===== config.mk =====
export PLATFORM = sky130hd
export DESIGN_NAME = fp_mul_seq_flat
export DESIGN_NICKNAME = d
export VERILOG_FILES = /design/src/rtl/enum_typedefs_pkg.sv /design/src/rtl/fp_mul_seq_if.sv /design/src/rtl/fp_mul_round.sv /design/src/rtl/fp_mul_seq.sv /design/src/flat_wrapper.sv
export SDC_FILE = /design/constraint.sdc
export NUM_CORES = 1
export LEC_CHECK = 0
export ABC_AREA = 0
export CORE_ASPECT_RATIO = 1.25
export CORE_MARGIN = 4
export CORE_UTILIZATION = 30
export DETAILED_ROUTE_END_ITERATION = 10
export PLACE_DENSITY = 0.6
export SLEW_MARGIN = 20
export SYNTH_ARGS = -nofsm -noshare
export SYNTH_HDL_FRONTEND = slang
export SYNTH_HIERARCHICAL = 1
export SYNTH_SLANG_ARGS = --single-unit
export TNS_END_PERCENT = 1

===== constraint.sdc =====
create_clock -name clk -period 14 [get_ports clk]
set_input_delay 3.5 -clock clk [delete_from_list [all_inputs] [get_ports clk]]
set_output_delay 3.5 -clock clk [all_outputs]
set_load 0.05 [all_outputs]

===== src/rtl/enum_typedefs_pkg.sv =====
// Shared typedefs for the FP arithmetic blocks (multiplier and divider).
// Latency: n/a (types and constants only).
// Backpressure: n/a.
package enum_typedefs_pkg;

    // Rounding-mode encoding shared by every FP unit behind the dispatcher.
    // Codes 6 and 7 are not named and fall back to round-to-nearest-even.
    typedef enum logic [2:0] {
        IEEE_near = 3'd0,
        IEEE_zero = 3'd1,
        IEEE_pinf = 3'd2,
        IEEE_ninf = 3'd3,
        near_up   = 3'd4,
        away      = 3'd5
    } round_t;

    // Sequencer states of the shift-add multiplier.
    typedef enum logic [1:0] {
        IDLE = 2'd0,
        MUL  = 2'd1,
        RND  = 2'd2,
        DONE = 2'd3
    } state_t;

    // Bit positions inside the 8-bit status word (bit 6 is reserved, always 0).
    localparam int ST_ZERO    = 0;
    localparam int ST_INF     = 1;
    localparam int ST_NAN     = 2;
    localparam int ST_TINY    = 3;
    localparam int ST_HUGE    = 4;
    localparam int ST_INEXACT = 5;
    localparam int ST_DIVZ    = 7;

endpackage


===== src/rtl/fp_mul_seq_if.sv =====
// Operand/result bundle of the sequential FP multiplier.
// Latency: n/a (wiring only).
// Backpressure: in_valid/in_ready on the request side, out_valid/out_ready on the result side.
interface fp_mul_seq_if #(
    parameter int sig_width = 23,
    parameter int ex_width  = 8
);
    localparam int W = sig_width + ex_width + 1;

    logic [W-1:0] a;
    logic [W-1:0] b;
    logic [2:0]   round;
    logic         in_valid;
    logic         in_ready;
    logic [W-1:0] z;
    logic [7:0]   status;
    logic         out_valid;
    logic         out_ready;

    // Requester side: issues operands, consumes results.
    modport master (
        output a, b, round, in_valid, out_ready,
        input  in_ready, z, status, out_valid
    );

    // Multiplier side.
    modport slave (
        input  a, b, round, in_valid, out_ready,
        output in_ready, z, status, out_valid
    );

endinterface


===== src/rtl/fp_mul_round.sv =====
// Rounds a normalised significand using guard/round/sticky and the rounding mode.
// Latency: combinational.
// Backpressure: none (pure function of its inputs).
module fp_mul_round
    import enum_typedefs_pkg::*;
#(
    parameter int sig_width = 23
) (
    input  logic [sig_width:0] mant_in,
    input  logic               g,
    input  logic               r,
    input  logic               s,
    input  logic               sign,
    input  round_t             round,
    output logic [sig_width:0] mant_out,
    output logic               carry,
    output logic               inexact
);

    logic inc;

    // Decide whether to bump the significand by one ulp, then add it in.
    always_comb begin
        inexact = g | r | s;
        inc     = 1'b0;
        case (round)
            IEEE_zero: inc = 1'b0;
            IEEE_pinf: inc = inexact & ~sign;
            IEEE_ninf: inc = inexact & sign;
            near_up:   inc = g;
            away:      inc = inexact;
            default:   inc = g & (r | s | mant_in[0]);
        endcase
        {carry, mant_out} = {1'b0, mant_in} + {{(sig_width + 1){1'b0}}, inc};
    end

endmodule


===== src/rtl/fp_mul_seq.sv =====
// Sequential FP multiplier z = a*b, radix-2 shift-add significand product.
// Latency: fixed sig_width+2 cycles from accept to out_valid; initiation interval sig_width+4.
// Backpressure: accepts only in IDLE; result held in DONE until out_ready.
module fp_mul_seq
    import enum_typedefs_pkg::*;
#(
    parameter int sig_width = 23,
    parameter int ex_width  = 8
) (
    input  logic         clk,
    input  logic         resetn,
    fp_mul_seq_if.slave  bus
);

    localparam int W  = sig_width + ex_width + 1;
    localparam int M  = sig_width + 1;
    localparam int EW = ex_width + 2;
    localparam int CW = $clog2(M + 1);
    localparam logic [EW-1:0] BIAS  = EW'(2 ** (ex_width - 1) - 1);
    localparam logic [EW-1:0] E_MAX = EW'(2 ** ex_width - 1);

    state_t         state_q, state_d;
    logic           load_op, mul_step, rnd_en;

    logic [W-1:0]   a_q, b_q;
    round_t         rnd_q;
    logic [M-1:0]   mcand_q, mplr_q;
    logic [2*M-1:0] acc_q;
    logic [CW-1:0]  cnt_q;
    logic [W-1:0]   z_q;
    logic [7:0]     status_q;

    logic [M:0]     add_sum;

    // Operand fields of the latched request.
    logic                sa, sb, sign;
    logic [ex_width-1:0] ea, eb;
    logic [sig_width-1:0] fa, fb;
    logic a_zero, b_zero, a_inf, b_inf, a_nan, b_nan, is_nan;

    // Normalisation / rounding intermediates.
    logic           norm;
    logic [M-1:0]   mant_n, mant_r;
    logic           g_b, r_b, s_b;
    logic           carry, inexact;
    logic [EW-1:0]  e_pre, e_fin;
    logic           ovf, unf, ovf_to_inf;
    logic           unused_mant_msb;

    logic [W-1:0]   z_d;
    logic [7:0]     status_d;

    // State register; an async reset drops any operation in flight.
    always_ff @(posedge clk or negedge resetn) begin
        if (!resetn) state_q <= IDLE;
        else         state_q <= state_d;
    end

    // Next-state decode and handshake outputs.
    always_comb begin
        state_d       = state_q;
        load_op       = 1'b0;
        mul_step      = 1'b0;
        rnd_en        = 1'b0;
        bus.in_ready  = 1'b0;
        bus.out_valid = 1'b0;
        case (state_q)
            IDLE: begin
                bus.in_ready = 1'b1;
                if (bus.in_valid) begin
                    load_op = 1'b1;
                    state_d = MUL;
                end
            end
            MUL: begin
                mul_step = 1'b1;
                if (cnt_q == CW'(sig_width)) state_d = RND;
            end
            RND: begin
                rnd_en  = 1'b1;
                state_d = DONE;
            end
            DONE: begin
                bus.out_valid = 1'b1;
                if (bus.out_ready) state_d = IDLE;
            end
            default: state_d = IDLE;
        endcase
    end

    // Add the multiplicand into the upper half when the multiplier LSB is set.
    assign add_sum = {1'b0, acc_q[2*M-1:M]} + {1'b0, (mplr_q[0] ? mcand_q : {M{1'b0}})};

    // Operand capture, shift-add iteration and result registration.
    always_ff @(posedge clk or negedge resetn) begin
        if (!resetn) begin
            a_q      <= '0;
            b_q      <= '0;
            rnd_q    <= IEEE_near;
            mcand_q  <= '0;
            mplr_q   <= '0;
            acc_q    <= '0;
            cnt_q    <= '0;
            z_q      <= '0;
            status_q <= '0;
        end else begin
            if (load_op) begin
                a_q     <= bus.a;
                b_q     <= bus.b;
                rnd_q   <= round_t'(bus.round);
                // Exponent field 0 flushes the hidden bit: denormals become zero.
                mcand_q <= {|bus.a[W-2:sig_width], bus.a[sig_width-1:0]};
                mplr_q  <= {|bus.b[W-2:sig_width], bus.b[sig_width-1:0]};
                acc_q   <= '0;
                cnt_q   <= '0;
            end else if (mul_step) begin
                acc_q  <= {add_sum, acc_q[M-1:1]};
                mplr_q <= mplr_q >> 1;
                cnt_q  <= cnt_q + 1'b1;
            end
            if (rnd_en) begin
                z_q      <= z_d;
                status_q <= status_d;
            end
        end
    end

    assign bus.z      = z_q;
    assign bus.status = status_q;

    assign sa = a_q[W-1];
    assign sb = b_q[W-1];
    assign ea = a_q[W-2:sig_width];
    assign eb = b_q[W-2:sig_width];
    assign fa = a_q[sig_width-1:0];
    assign fb = b_q[sig_width-1:0];
    assign sign = sa ^ sb;

    assign a_zero = (ea == '0);
    assign b_zero = (eb == '0);
    assign a_nan  = (&ea) & (|fa);
    assign b_nan  = (&eb) & (|fb);
    assign a_inf  = (&ea) & ~(|fa);
    assign b_inf  = (&eb) & ~(|fb);
    assign is_nan = a_nan | b_nan | (a_inf & b_zero) | (a_zero & b_inf);

    // Product lies in [1,4): pick the window below the leading one.
    assign norm   = acc_q[2*M-1];
    assign mant_n = norm ? acc_q[2*M-1:M] : acc_q[2*M-2:M-1];
    assign g_b    = norm ? acc_q[M-1] : acc_q[M-2];
    assign r_b    = norm ? acc_q[M-2] : acc_q[M-3];
    assign s_b    = norm ? (|acc_q[M-3:0]) : (|acc_q[M-4:0]);

    fp_mul_round #(
        .sig_width (sig_width)
    ) u_round (
        .mant_in  (mant_n),
        .g        (g_b),
        .r        (r_b),
        .s        (s_b),
        .sign     (sign),
        .round    (rnd_q),
        .mant_out (mant_r),
        .carry    (carry),
        .inexact  (inexact)
    );

    // On a rounding carry the significand wraps to 1.000..., so the stored
    // fraction is already zero; only the exponent needs the extra increment.
    assign unused_mant_msb = mant_r[M-1];

    assign e_pre = {2'b00, ea} + {2'b00, eb} - BIAS + EW'(norm);
    assign e_fin = e_pre + EW'(carry);
    assign ovf   = ~e_fin[EW-1] & (e_fin >= E_MAX);
    assign unf   = e_fin[EW-1] | (e_fin == '0);

    // Overflow saturates to infinity unless the mode rounds toward zero for this sign.
    always_comb begin
        case (rnd_q)
            IEEE_zero: ovf_to_inf = 1'b0;
            IEEE_pinf: ovf_to_inf = ~sign;
            IEEE_ninf: ovf_to_inf = sign;
            default:   ovf_to_inf = 1'b1;
        endcase
    end

    // Exception priority: NaN, infinity, zero, overflow, underflow, normal.
    always_comb begin
        z_d      = '0;
        status_d = '0;
        if (is_nan) begin
            z_d              = {1'b0, {ex_width{1'b1}}, 1'b1, {(sig_width - 1){1'b0}}};
            status_d[ST_NAN] = 1'b1;
        end else if (a_inf | b_inf) begin
            z_d              = {sign, {ex_width{1'b1}}, {sig_width{1'b0}}};
            status_d[ST_INF] = 1'b1;
        end else if (a_zero | b_zero) begin
            z_d               = {sign, {(W - 1){1'b0}}};
            status_d[ST_ZERO] = 1'b1;
        end else if (ovf) begin
            status_d[ST_HUGE]    = 1'b1;
            status_d[ST_INEXACT] = 1'b1;
            if (ovf_to_inf) begin
                z_d              = {sign, {ex_width{1'b1}}, {sig_width{1'b0}}};
                status_d[ST_INF] = 1'b1;
            end else begin
                z_d = {sign, {(ex_width - 1){1'b1}}, 1'b0, {sig_width{1'b1}}};
            end
        end else if (unf) begin
            z_d                  = {sign, {(W - 1){1'b0}}};
            status_d[ST_TINY]    = 1'b1;
            status_d[ST_INEXACT] = 1'b1;
            status_d[ST_ZERO]    = 1'b1;
        end else begin
            z_d                  = {sign, e_fin[ex_width-1:0], mant_r[sig_width-1:0]};
            status_d[ST_INEXACT] = inexact;
        end
        status_d[ST_DIVZ] = 1'b0;
    end

endmodule


===== src/flat_wrapper.sv =====
// flat-port wrapper written by rule: the top's interface ports become plain ports
module fp_mul_seq_flat import enum_typedefs_pkg::*;
#(
    parameter int sig_width = 23,
    parameter int ex_width  = 8
)
  (clk, resetn, bus_a, bus_b, bus_round, bus_in_valid, bus_out_ready, bus_in_ready, bus_z, bus_status, bus_out_valid);
  fp_mul_seq_if #(.sig_width(sig_width), .ex_width(ex_width)) bus_i ();
  input  logic clk;
  input  logic resetn;
  input wire logic [$bits(bus_i.a)-1:0] bus_a;
  input wire logic [$bits(bus_i.b)-1:0] bus_b;
  input wire logic [$bits(bus_i.round)-1:0] bus_round;
  input wire logic [$bits(bus_i.in_valid)-1:0] bus_in_valid;
  input wire logic [$bits(bus_i.out_ready)-1:0] bus_out_ready;
  output wire logic [$bits(bus_i.in_ready)-1:0] bus_in_ready;
  output wire logic [$bits(bus_i.z)-1:0] bus_z;
  output wire logic [$bits(bus_i.status)-1:0] bus_status;
  output wire logic [$bits(bus_i.out_valid)-1:0] bus_out_valid;
  assign bus_i.a = bus_a;
  assign bus_i.b = bus_b;
  assign bus_i.round = bus_round;
  assign bus_i.in_valid = bus_in_valid;
  assign bus_i.out_ready = bus_out_ready;
  assign bus_in_ready = bus_i.in_ready;
  assign bus_z = bus_i.z;
  assign bus_status = bus_i.status;
  assign bus_out_valid = bus_i.out_valid;
  fp_mul_seq #(.sig_width(sig_width), .ex_width(ex_width)) u_core (.clk(clk), .resetn(resetn), .bus(bus_i));
endmodule

==> impl_metrics.ini <==
[status]
status = finished, final reports clean

[clocking]
clockRootBuffer = clkbuf_16
cts_resized = 0
cts_max_path_buffers = 2
cts_made_buffers = 17
cts_num_sinks = 185
clk_pin_slew_ns = 0.07
hold_buffers = 0
clk_latency_ns = 0.43
h-tree-depth = 4
cts_tree = yes
cts_setup_buffers = 0

[floorplan]
pin_count = 113
fp-row-count = 76
coreArea_mm2 = 0.0346
die_area_mm2 = 0.0384
initial_utilization = 0.306
fp.dieH_um = 218
die_w_um = 176

[placed_design]
hpwl_mm = 20.0
globalplace.congestion = 0.855
dp_cells = 1674
port_buffers = 110
post-place-ws_ns = 7.77
dpl_cell_area_mm2 = 0.0121

[synthesis]
synth_warnings = 6
syn_inst = 1146
syn_avg_cell_area_um2 = 9.23
synth.cell_area_mm2 = 0.0106

[timing]
rsz0062_at_grt = false
slew_viol_final = 0
whs_ns = 0.476
period_share = 0.450
max_freq_ghz = 0.159
finalHoldViolations = 0
slew_headroom = 0.309
post-route-min-period_ns = 6.30
tightest_slew_ns = 1.04
finalSetupViolCount = 0
setup_tns_ns = 0
setup_ws_ns = 7.70
finClkSkew_ns = 0.00760

[setup_path]
max_stage_delay_ns = 1.03
critPathArrivalTime_ns = 6.57
crit_chain = a2111oi_0 > nand4_1 > or2_2 > o21ai_0 > a211o_1 > o21ai_0 > ha_1 > nand4_4 > nor4_1 > nand4_1 > nor2_1 > inv_1 > fa_1 > inv_1 > fa_1 > a21o_1 > a21oi_1 > xor2_1 > nor4_2 > a31oi_1 > o211ai_2 > o32ai_1
slowest_stage = dfrtp_1
r2r-start = u_core/acc_q[47]
cp-startpoint = u_core/acc_q[47]
critical_path_class = reg2reg
worstPathRequired_ns = 14.27
worstPathMaxFanout = 30
start_kind = flop
crit_path_end_kind = flop

[power]
power_density_mw_per_mm2 = 237
ir_drop_mv = 0.114
p_leak_nw = 5.74
total_power_mw = 3.01

[finish]
finalNonFillerCells = 1706
nFillCells = 3523
final_common_cell = nand2_1
mostFrequentLayoutCells = 225 x nand2_1, 185 x dfrtp_1, 109 x clkdlybuf4s50_1
register_area_mm2 = 0.00463
num-nets-final = 1345
final_util = 0.367
multi_input_area_mm2 = 0.00554
final_area_mm2 = 0.0127
drive_gt1_frac = 0.0670
antenna_cells = 0
areaGrowthSynthToFinish_pct = 20.1

[global_routing]
grt_first_pass_wirelength_mm = 45.1
grt_usage = 0.144
antenna_found_initial = 0
grt_max_degree = 111
grt_overflow = 0
grt_pass1_vias = 8649

[min_path]
hp-class = reg2reg
hp-start = u_core/b_q[6]

[routing]
wirelength_mm = 27.6
avgViaCountPerCell = 5.05
wire_per_inst_um = 16.2
num_vias = 8617
drc_errors = 0
drtPass1Iterations = 5
ant_nets = 0
drt_iter0_markers = 647

[job]
drv_cap = 0
worst max-delay path, delay by kind of cell (launching register included):
family	cells	cell delay, ns
AO/OA/AOI/OAI	9	2.29
adder cells (fa/ha/maj)	3	0.92
flip-flops	1	1.03
buffers and inverters	2	0.15
AND/OR/NAND/NOR	7	1.53
XOR/XNOR	1	0.18
worst paths after layout:
kind	depth (start not counted)	to	slack (ns)
max reg2reg	22	u_core/bus.z[5]	7.70
min	2	u_core/b_q[6]	0.48
min in group asynchronous	1	u_core/a_q[1]	3.17
max	22	u_core/bus.z[5]	7.70
min reg2reg	2	u_core/b_q[6]	0.48
max in group asynchronous	2	u_core/acc_q[2]	9.31
per-layer routing:
metal	wire, µm	vias to the layer above	GRT usage
li1	-	4217	-
met1	12100	4188	0.186
met2	13600	179	0.245
met3	1320	33	0.0290
met4	589	0	0.0455
met5	0	-	0
area by class of cell:
| cell class | instances | area share |
|---|---|---|
| Sequential cell | 185 | 0.364 |
| Tap cell | 468 | 0.0461 |
| Timing Repair Buffer | 116 | 0.0905 |
| Inverter | 50 | 0.0148 |
| Clock inverter | 9 | 0.00984 |
| Multi-Input combinational cell | 855 | 0.436 |
| Clock buffer | 23 | 0.0384 |
power by group:
| group | switching [mW] | total, mW | internal (mW) |
|---|---|---|---|
| clock | 0.220 | 0.507 | 0.288 |
| sequential | 0.178 | 0.922 | 0.744 |
| combinational | 0.984 | 1.58 | 0.597 |
sequential cells by signal, summed over array words and instances (netlist names):
signal	count
u_core/b_q	32
u_core/rnd_q	3
u_core/bus.status	6
u_core/mcand_q	1
u_core/acc_q	48
u_core/bus.z	32
u_core/cnt_q	5
u_core/mplr_q	24
u_core/state_q	2
u_core/a_q	32
Power figures use the tool's default switching activity.
